### src/rtl/controle_multiciclo_pkg.sv
// Shared encodings for the multicycle controller: state codes, the opcodes
// it decodes, and the ALU operation / PC source selectors it drives.
package controle_multiciclo_pkg;

  typedef enum logic [3:0] {
    S_FETCH    = 4'd0,
    S_DECODE   = 4'd1,
    S_MEMADDR  = 4'd2,
    S_MEMREAD  = 4'd3,
    S_MEMWB    = 4'd4,
    S_MEMWRITE = 4'd5,
    S_REXEC    = 4'd6,
    S_RWB      = 4'd7,
    S_BRANCH   = 4'd8,
    S_JUMP     = 4'd9,
    S_ADDIEXEC = 4'd10,
    S_ADDIWB   = 4'd11
  } state_t;

  localparam logic [5:0] OP_RTYPE = 6'b000000;
  localparam logic [5:0] OP_LW    = 6'b100011;
  localparam logic [5:0] OP_SW    = 6'b101011;
  localparam logic [5:0] OP_ADDI  = 6'b001000;
  localparam logic [5:0] OP_BNE   = 6'b000101;
  localparam logic [5:0] OP_J     = 6'b000010;

  localparam logic [1:0] ALU_ADD   = 2'b00;
  localparam logic [1:0] ALU_SUB   = 2'b01;
  localparam logic [1:0] ALU_FUNCT = 2'b10;

  localparam logic [1:0] PCSRC_ALU    = 2'b00;
  localparam logic [1:0] PCSRC_ALUOUT = 2'b01;
  localparam logic [1:0] PCSRC_JUMP   = 2'b10;

endpackage

### src/rtl/controle_multiciclo.sv
// Multicycle MIPS-subset control unit: state register plus combinational
// next-state and control-signal decode.
//
// state      | meaning
// -----------+-------------------------------------------------------
// FETCH      | read instruction, PC+4; waits on mem_ready
// DECODE     | register read, branch target calc, dispatch on Op_code
// MEMADDR    | effective address for lw/sw
// MEMREAD    | data memory read; waits on mem_ready
// MEMWB      | write loaded word to rt
// MEMWRITE   | data memory write; waits on mem_ready
// REXEC      | R-type ALU operation (funct)
// RWB        | write ALU result to rd
// BRANCH     | bne compare, conditional PC write
// JUMP       | unconditional PC write with jump target
// ADDIEXEC   | rs + sign-extended immediate
// ADDIWB     | write ALU result to rt
module controle_multiciclo
  import controle_multiciclo_pkg::*;
(
  input  logic       clk,
  input  logic       rst_n,
  input  logic [5:0] Op_code,
  input  logic       mem_ready,
  output logic       PCWrite,
  output logic       PCWriteCond,
  output logic       IorD,
  output logic       ReadMem,
  output logic       WriteMem,
  output logic       IRWrite,
  output logic       MemtoReg,
  output logic       RegDst,
  output logic       WriteReg,
  output logic       OrigALUA,
  output logic [1:0] PCSource,
  output logic [1:0] OrigALUB,
  output logic [1:0] Op_ALU,
  output logic [3:0] state,
  output logic       illegal_op,
  output logic       instr_done
);

  state_t state_q;
  state_t state_d;

  assign state = state_q;

  // State register; reset is synchronous and always returns to FETCH.
  always_ff @(posedge clk) begin
    if (!rst_n) state_q <= S_FETCH;
    else        state_q <= state_d;
  end

  // Next-state and control decode; reset masks every output so an aborted
  // instruction cannot complete a register or memory write.
  always_comb begin
    state_d     = state_q;
    PCWrite     = 1'b0;
    PCWriteCond = 1'b0;
    IorD        = 1'b0;
    ReadMem     = 1'b0;
    WriteMem    = 1'b0;
    IRWrite     = 1'b0;
    MemtoReg    = 1'b0;
    RegDst      = 1'b0;
    WriteReg    = 1'b0;
    OrigALUA    = 1'b0;
    PCSource    = PCSRC_ALU;
    OrigALUB    = 2'b00;
    Op_ALU      = ALU_ADD;
    illegal_op  = 1'b0;
    instr_done  = 1'b0;

    case (state_q)
      S_FETCH: begin
        ReadMem  = 1'b1;
        OrigALUB = 2'b01;
        IRWrite  = mem_ready;
        PCWrite  = mem_ready;
        if (mem_ready) state_d = S_DECODE;
      end
      S_DECODE: begin
        OrigALUB = 2'b11;
        case (Op_code)
          OP_RTYPE:     state_d = S_REXEC;
          OP_LW, OP_SW: state_d = S_MEMADDR;
          OP_ADDI:      state_d = S_ADDIEXEC;
          OP_BNE:       state_d = S_BRANCH;
          OP_J:         state_d = S_JUMP;
          default: begin
            state_d    = S_FETCH;
            illegal_op = 1'b1;
          end
        endcase
      end
      S_MEMADDR: begin
        OrigALUA = 1'b1;
        OrigALUB = 2'b10;
        // Opcode is re-examined here; if it no longer names lw/sw the
        // instruction is dropped as illegal rather than guessed at.
        if (Op_code == OP_LW)      state_d = S_MEMREAD;
        else if (Op_code == OP_SW) state_d = S_MEMWRITE;
        else begin
          state_d    = S_FETCH;
          illegal_op = 1'b1;
        end
      end
      S_MEMREAD: begin
        ReadMem = 1'b1;
        IorD    = 1'b1;
        if (mem_ready) state_d = S_MEMWB;
      end
      S_MEMWB: begin
        MemtoReg   = 1'b1;
        WriteReg   = 1'b1;
        instr_done = 1'b1;
        state_d    = S_FETCH;
      end
      S_MEMWRITE: begin
        WriteMem = 1'b1;
        IorD     = 1'b1;
        if (mem_ready) begin
          instr_done = 1'b1;
          state_d    = S_FETCH;
        end
      end
      S_REXEC: begin
        OrigALUA = 1'b1;
        Op_ALU   = ALU_FUNCT;
        state_d  = S_RWB;
      end
      S_RWB: begin
        RegDst     = 1'b1;
        WriteReg   = 1'b1;
        instr_done = 1'b1;
        state_d    = S_FETCH;
      end
      S_BRANCH: begin
        OrigALUA    = 1'b1;
        Op_ALU      = ALU_SUB;
        PCWriteCond = 1'b1;
        PCSource    = PCSRC_ALUOUT;
        instr_done  = 1'b1;
        state_d     = S_FETCH;
      end
      S_JUMP: begin
        PCWrite    = 1'b1;
        PCSource   = PCSRC_JUMP;
        instr_done = 1'b1;
        state_d    = S_FETCH;
      end
      S_ADDIEXEC: begin
        OrigALUA = 1'b1;
        OrigALUB = 2'b10;
        state_d  = S_ADDIWB;
      end
      S_ADDIWB: begin
        WriteReg   = 1'b1;
        instr_done = 1'b1;
        state_d    = S_FETCH;
      end
      default: state_d = S_FETCH;
    endcase

    if (!rst_n) begin
      PCWrite     = 1'b0;
      PCWriteCond = 1'b0;
      IorD        = 1'b0;
      ReadMem     = 1'b0;
      WriteMem    = 1'b0;
      IRWrite     = 1'b0;
      MemtoReg    = 1'b0;
      RegDst      = 1'b0;
      WriteReg    = 1'b0;
      OrigALUA    = 1'b0;
      PCSource    = PCSRC_ALU;
      OrigALUB    = 2'b00;
      Op_ALU      = ALU_ADD;
      illegal_op  = 1'b0;
      instr_done  = 1'b0;
    end
  end

endmodule

### config.mk
export PLATFORM = sky130hd
export DESIGN_NAME = controle_multiciclo
export DESIGN_NICKNAME = d
export VERILOG_FILES = /design/src/rtl/controle_multiciclo_pkg.sv /design/src/rtl/controle_multiciclo.sv
export SDC_FILE = /design/constraint.sdc
export NUM_CORES = 1
export LEC_CHECK = 0
export CORE_MARGIN = 2
export CORE_UTILIZATION = 39
export CTS_BUF_LIST = sky130_fd_sc_hd__clkbuf_16
export DETAILED_ROUTE_END_ITERATION = 6
export HOLD_SLACK_MARGIN = 0.02
export PLACE_DENSITY = 0.8
export RECOVER_POWER = 100
export SYNTH_ARGS = -nofsm -noshare
export SYNTH_HDL_FRONTEND = slang
export SYNTH_SLANG_ARGS = --single-unit
### constraint.sdc
create_clock -name clk -period 2 [get_ports clk]
set_clock_uncertainty 0.15 [all_clocks]
set_input_delay 0.6 -clock clk [delete_from_list [all_inputs] [get_ports clk]]
set_output_delay 0.6 -clock clk [all_outputs]
set_load 0.05 [all_outputs]
==> results of run 1 <==
per-stage QoR:
| stage | instances | area, um2 | hold WS, ns | setup TNS (ns) | worst slack, ns |
|---|---|---|---|---|---|
| floorplan | 92 | 838 | 0.540 | -2.18 | -0.525 |
| global placement | 168 | 1570 | 0.467 | -12.22 | -0.850 |
cell families after synthesis:
| group | Yosys count | share of synthesized area, % |
|---|---|---|
| xor gates and xnor gates | 2 | 2.81 |
| buffers and inverters | 9 | 8.22 |
| muxes | 1 | 1.60 |
| DFF | 4 | 12.8 |
| and+or+nand+nor | 56 | 54.3 |
| AOI/OAI and AO/OA | 20 | 20.2 |
cells in the mapped netlist (2+ instances only):
cell	count	share of area (%)
nor2_1	13	7.8
nand2b_1	8	8.0
a21oi_1	6	4.8
nand2_1	6	3.6
nor3_1	5	4.0
dfxtp_1	4	13
a31oi_1	3	3.0
and4_1	3	4.2
or3_1	3	3.0
buf_2	2	1.6
buf_4	2	2.4
clkbuf_1	2	1.2
inv_1	2	1.2
nand3_1	2	1.6
nor2b_1	2	2.0
nor4b_1	2	2.8
o21ai_0	2	1.6
xor2_1	2	2.8
==> impl_metrics.toml, run 1 <==
[die]
die_w_um = 44.0
ios = 31
initial_core_util_pct = 41.4
rows = 14
die_h_um = 44.0

[synth]
synth_ff_type = "dfxtp_1"
yosysUniqueCellTypes = 41
postSynthAreaPerCell_um2 = 6.79
synth_edf_count = 0
async_reset_ff_share_pct = 0
synthesis.nets = 101
syn-cell-area_um2 = 624
synth-seq-cells = 4
seq_area_frac_synth_pct = 12.8
synthCells = 92
ys_warn_count = 0

[run_status]
error = "[ERROR DPL-0038] Utilization greater than 100%, impossible to legalize"
haltStage = "3_5_place_dp"
status = "aborted with a tool error"

[placement]
io_buffer_count = 30
place.gp.congestion = 0.935
==> run 2, diff against run 1 <==
Settings changed: CORE_AREA set to 2 2 63 65, CORE_MARGIN 2 to unset, CORE_UTILIZATION 39 to unset, CTS_BUF_LIST sky130_fd_sc_hd__clkbuf_16 to unset, DIE_AREA set to 0 0 65 67, HOLD_SLACK_MARGIN 0.02 to unset, PLACE_DENSITY 0.8 to unset, PLACE_DENSITY_LB_ADDON set to 0.15.
==> impl_metrics.toml, run 2 <==
[run_status]
status = "finished, violations left"
violations = "negative setup slack"

[clock_network]
cts_buffer_depth = 2
cts_max_level = 1
cts_buffers = 3
cts_sinks = 4
cts_tree = "built"
clk_pin_slew_worst_paths_ns = 0.03
cts-root-buf = "clkbuf_8"
clock_latency_ns = 0.21

[worst_setup_path]
cp_common_cell = "buf_12"
crit_type = "input pin to output port"
r2r_cells = 5
start_kind = "input pin"
r2r_end = "state[0]$_SDFFE_PN0P_"
critPathTopFamily = "simple AND/OR/NAND/NOR gates"
critical_path.max_stage_delay_ns = 0.40
crit_slowest_cell = "or3_4"
cp.arrival_ns = 1.61
r2r_slack_ns = 0.12
cp-end-kind = "output port"
path_max_fanout = 3
crit_chain = "buf_12, inv_12, or3_4, nor3_4, buf_12"
worst-path-buf-inv = 3
cp_data_required_time_ns = 1.25
timing.rr.start = "state[0]$_SDFFE_PN0P_"

[final_layout]
drive_gt1_share_pct = 72.9
largest_register_ff_count = 4
area_growth_pct = 211
final_common_cell = "buf_4"
fin_nets = 181
most-common-layout-cells = "buf_4 (31), buf_12 (23), buf_6 (19)"
n_antenna_cell = 0

[global_route]
grt_max_degree = 11
antenna_found_initial = 0
grt_pass1_wl_mm = 4.86
first_global_vias = 1102
track_usage_pct = 14.0
grt-ovfl-total = 0

[detailed_routing]
drtPass1Iterations = 4
drc_errors = 0
drt_iter0_markers = 25
vias = 1013
wl_per_cell_um = 13.0
drt_wl_total_mm = 2.84
viasPerCell = 4.65
antenna_left = 0

[die]
die_area_mm2 = 0.00436
core_region_area_mm2 = 0.00361
die_w_um = 65
rows = 22
initial_core_util_pct = 17.3
die_h_um = 67
ios = 31

[synth]
postSynthAreaPerCell_um2 = 6.79
synth_edf_count = 0
syn-cell-area_um2 = 624
synth_ff_type = "dfxtp_1"
synth-seq-cells = 4
synthesis.nets = 101
async_reset_ff_share_pct = 0
synth_top_area_share_pct = 12.8
seq_area_frac_synth_pct = 12.8
synth_area_leaders = "dfxtp_1 (13%), nand2b_1 (8.0%), nor2_1 (7.8%)"
yosysUniqueCellTypes = 41
synth.most_common_cell = "nor2_1"
synth_largest_area_cell = "dfxtp_1"
synthCells = 92
yosys-top-cells-count = "nor2_1 (13), nand2b_1 (8), a21oi_1 (6), nand2_1 (6), nor3_1 (5)"
ys_warn_count = 0

[timing]
rsz0062_at_grt = "true"
finalSetupViolCount = 18
finalSetupTns_ns = -3.87
period_needed_ns = 2.36
fmax_mhz = 425
relSlewSlack_pct = 71.2
period_share_pct = 118
drv_slew = 0
tightest_slew_ns = 0.431
hold_violations = 0
fin_ws_ns = -0.355

[placement]
io_buffer_count = 30
hpwlAfterDp_mm = 2.09
place.gp.congestion = 0.835

[flow_run]
cap_violations = 0

[hold_path]
hold_depth = 3
hp-class = "flip-flop to flip-flop"
hp-start = "state[1]$_SDFFE_PN0P_"
min_to = "state[0]$_SDFFE_PN0P_"

[power]
p_leak_nw = 0.792
ir_worst_vdd_mv = 0.325
power_mw = 0.567
power_density_mw_per_mm2 = 292
run 2: cell families (layout without fill, tap and decap cells):
logic type / after synthesis / after routing / share of synthesized area (%)
flops: 4 / 4 / 12.8
buf+inv: 9 / 87 / 8.22
xor+xnor: 2 / 2 / 2.81
simple gates: 56 / 56 / 54.3
mux: 1 / 1 / 1.60
compound gates: 20 / 20 / 20.2
run 2: through the flow:
| stage | hold slack (ns) | area, um2 | utilization, % | setup WS (ns) | instances |
|---|---|---|---|---|---|
| finish | 0.611 | 1940 | 53.8 | -0.355 | 218 |
| global route | 0.682 | 1940 | 53.8 | -0.405 | 218 |
| CTS | 0.460 | 1870 | 51.9 | -0.403 | 215 |
| detailed placement | 0.485 | 1600 | 44.4 | -0.897 | 199 |
| global placement | 0.481 | 1600 | 44.4 | -0.877 | 199 |
| floorplan | 0.540 | 838 | - | -0.525 | 92 |
run 2: repair_timing:
action,in CTS,in global routing
endpoints found under the hold margin,0,0
hold buffers,0,0
resized for setup,69,24
pin swaps,16,14
setup endpoints to repair,22,18
cloned,0,0
setup buffers,13,7
run 2: area by class of cell:
| type | instances | area [um2] |
|---|---|---|
| Multi-Input combinational cell | 79 | 752 |
| Inverter | 2 | 20.0 |
| Clock buffer | 3 | 41.3 |
| Sequential cell | 4 | 88.8 |
| Timing Repair Buffer | 82 | 978 |
| Fill cell | 340 | 1670 |
| Tap cell | 48 | 60.1 |
run 2: how the worst max path moves through the flow:
stage	slack (ns)	startpoint	end	cells past startpoint
2_1_floorplan	-0.52	rst_n	PCSource[0]	4
3_3_place_gp	-0.88	rst_n	PCWriteCond	6
3_5_place_dp	-0.90	rst_n	PCSource[0]	6
4_1_cts	-0.40	Op_code[0]	illegal_op	6
5_1_grt	-0.41	Op_code[2]	illegal_op	7
6_report	-0.36	rst_n	PCSource[0]	5
run 2: power by group:
part	switching [mW]	total, mW	internal [mW]
Combinational	0.149	0.313	0.164
Sequential	0.00756	0.0881	0.0806
Clock	0.0380	0.166	0.128
Total	0.194	0.567	0.372
run 2: worst min-delay path, delay by kind of cell (launching register included):
family / cells / cell delay, ns
DFF: 1 / 0.36
AOI/OAI and AO/OA: 2 / 0.22
buffers and inverters: 1 / 0.13
run 2: per-layer routing:
metal	global-route usage [%]	vias up	routed length (um)
met5	0	-	0
met4	5.32	0	24
met3	2.53	4	152
met2	24.5	32	1440
met1	17.0	485	1220
li1	-	492	-
Note: power is estimated with default switching activity, not from simulation.
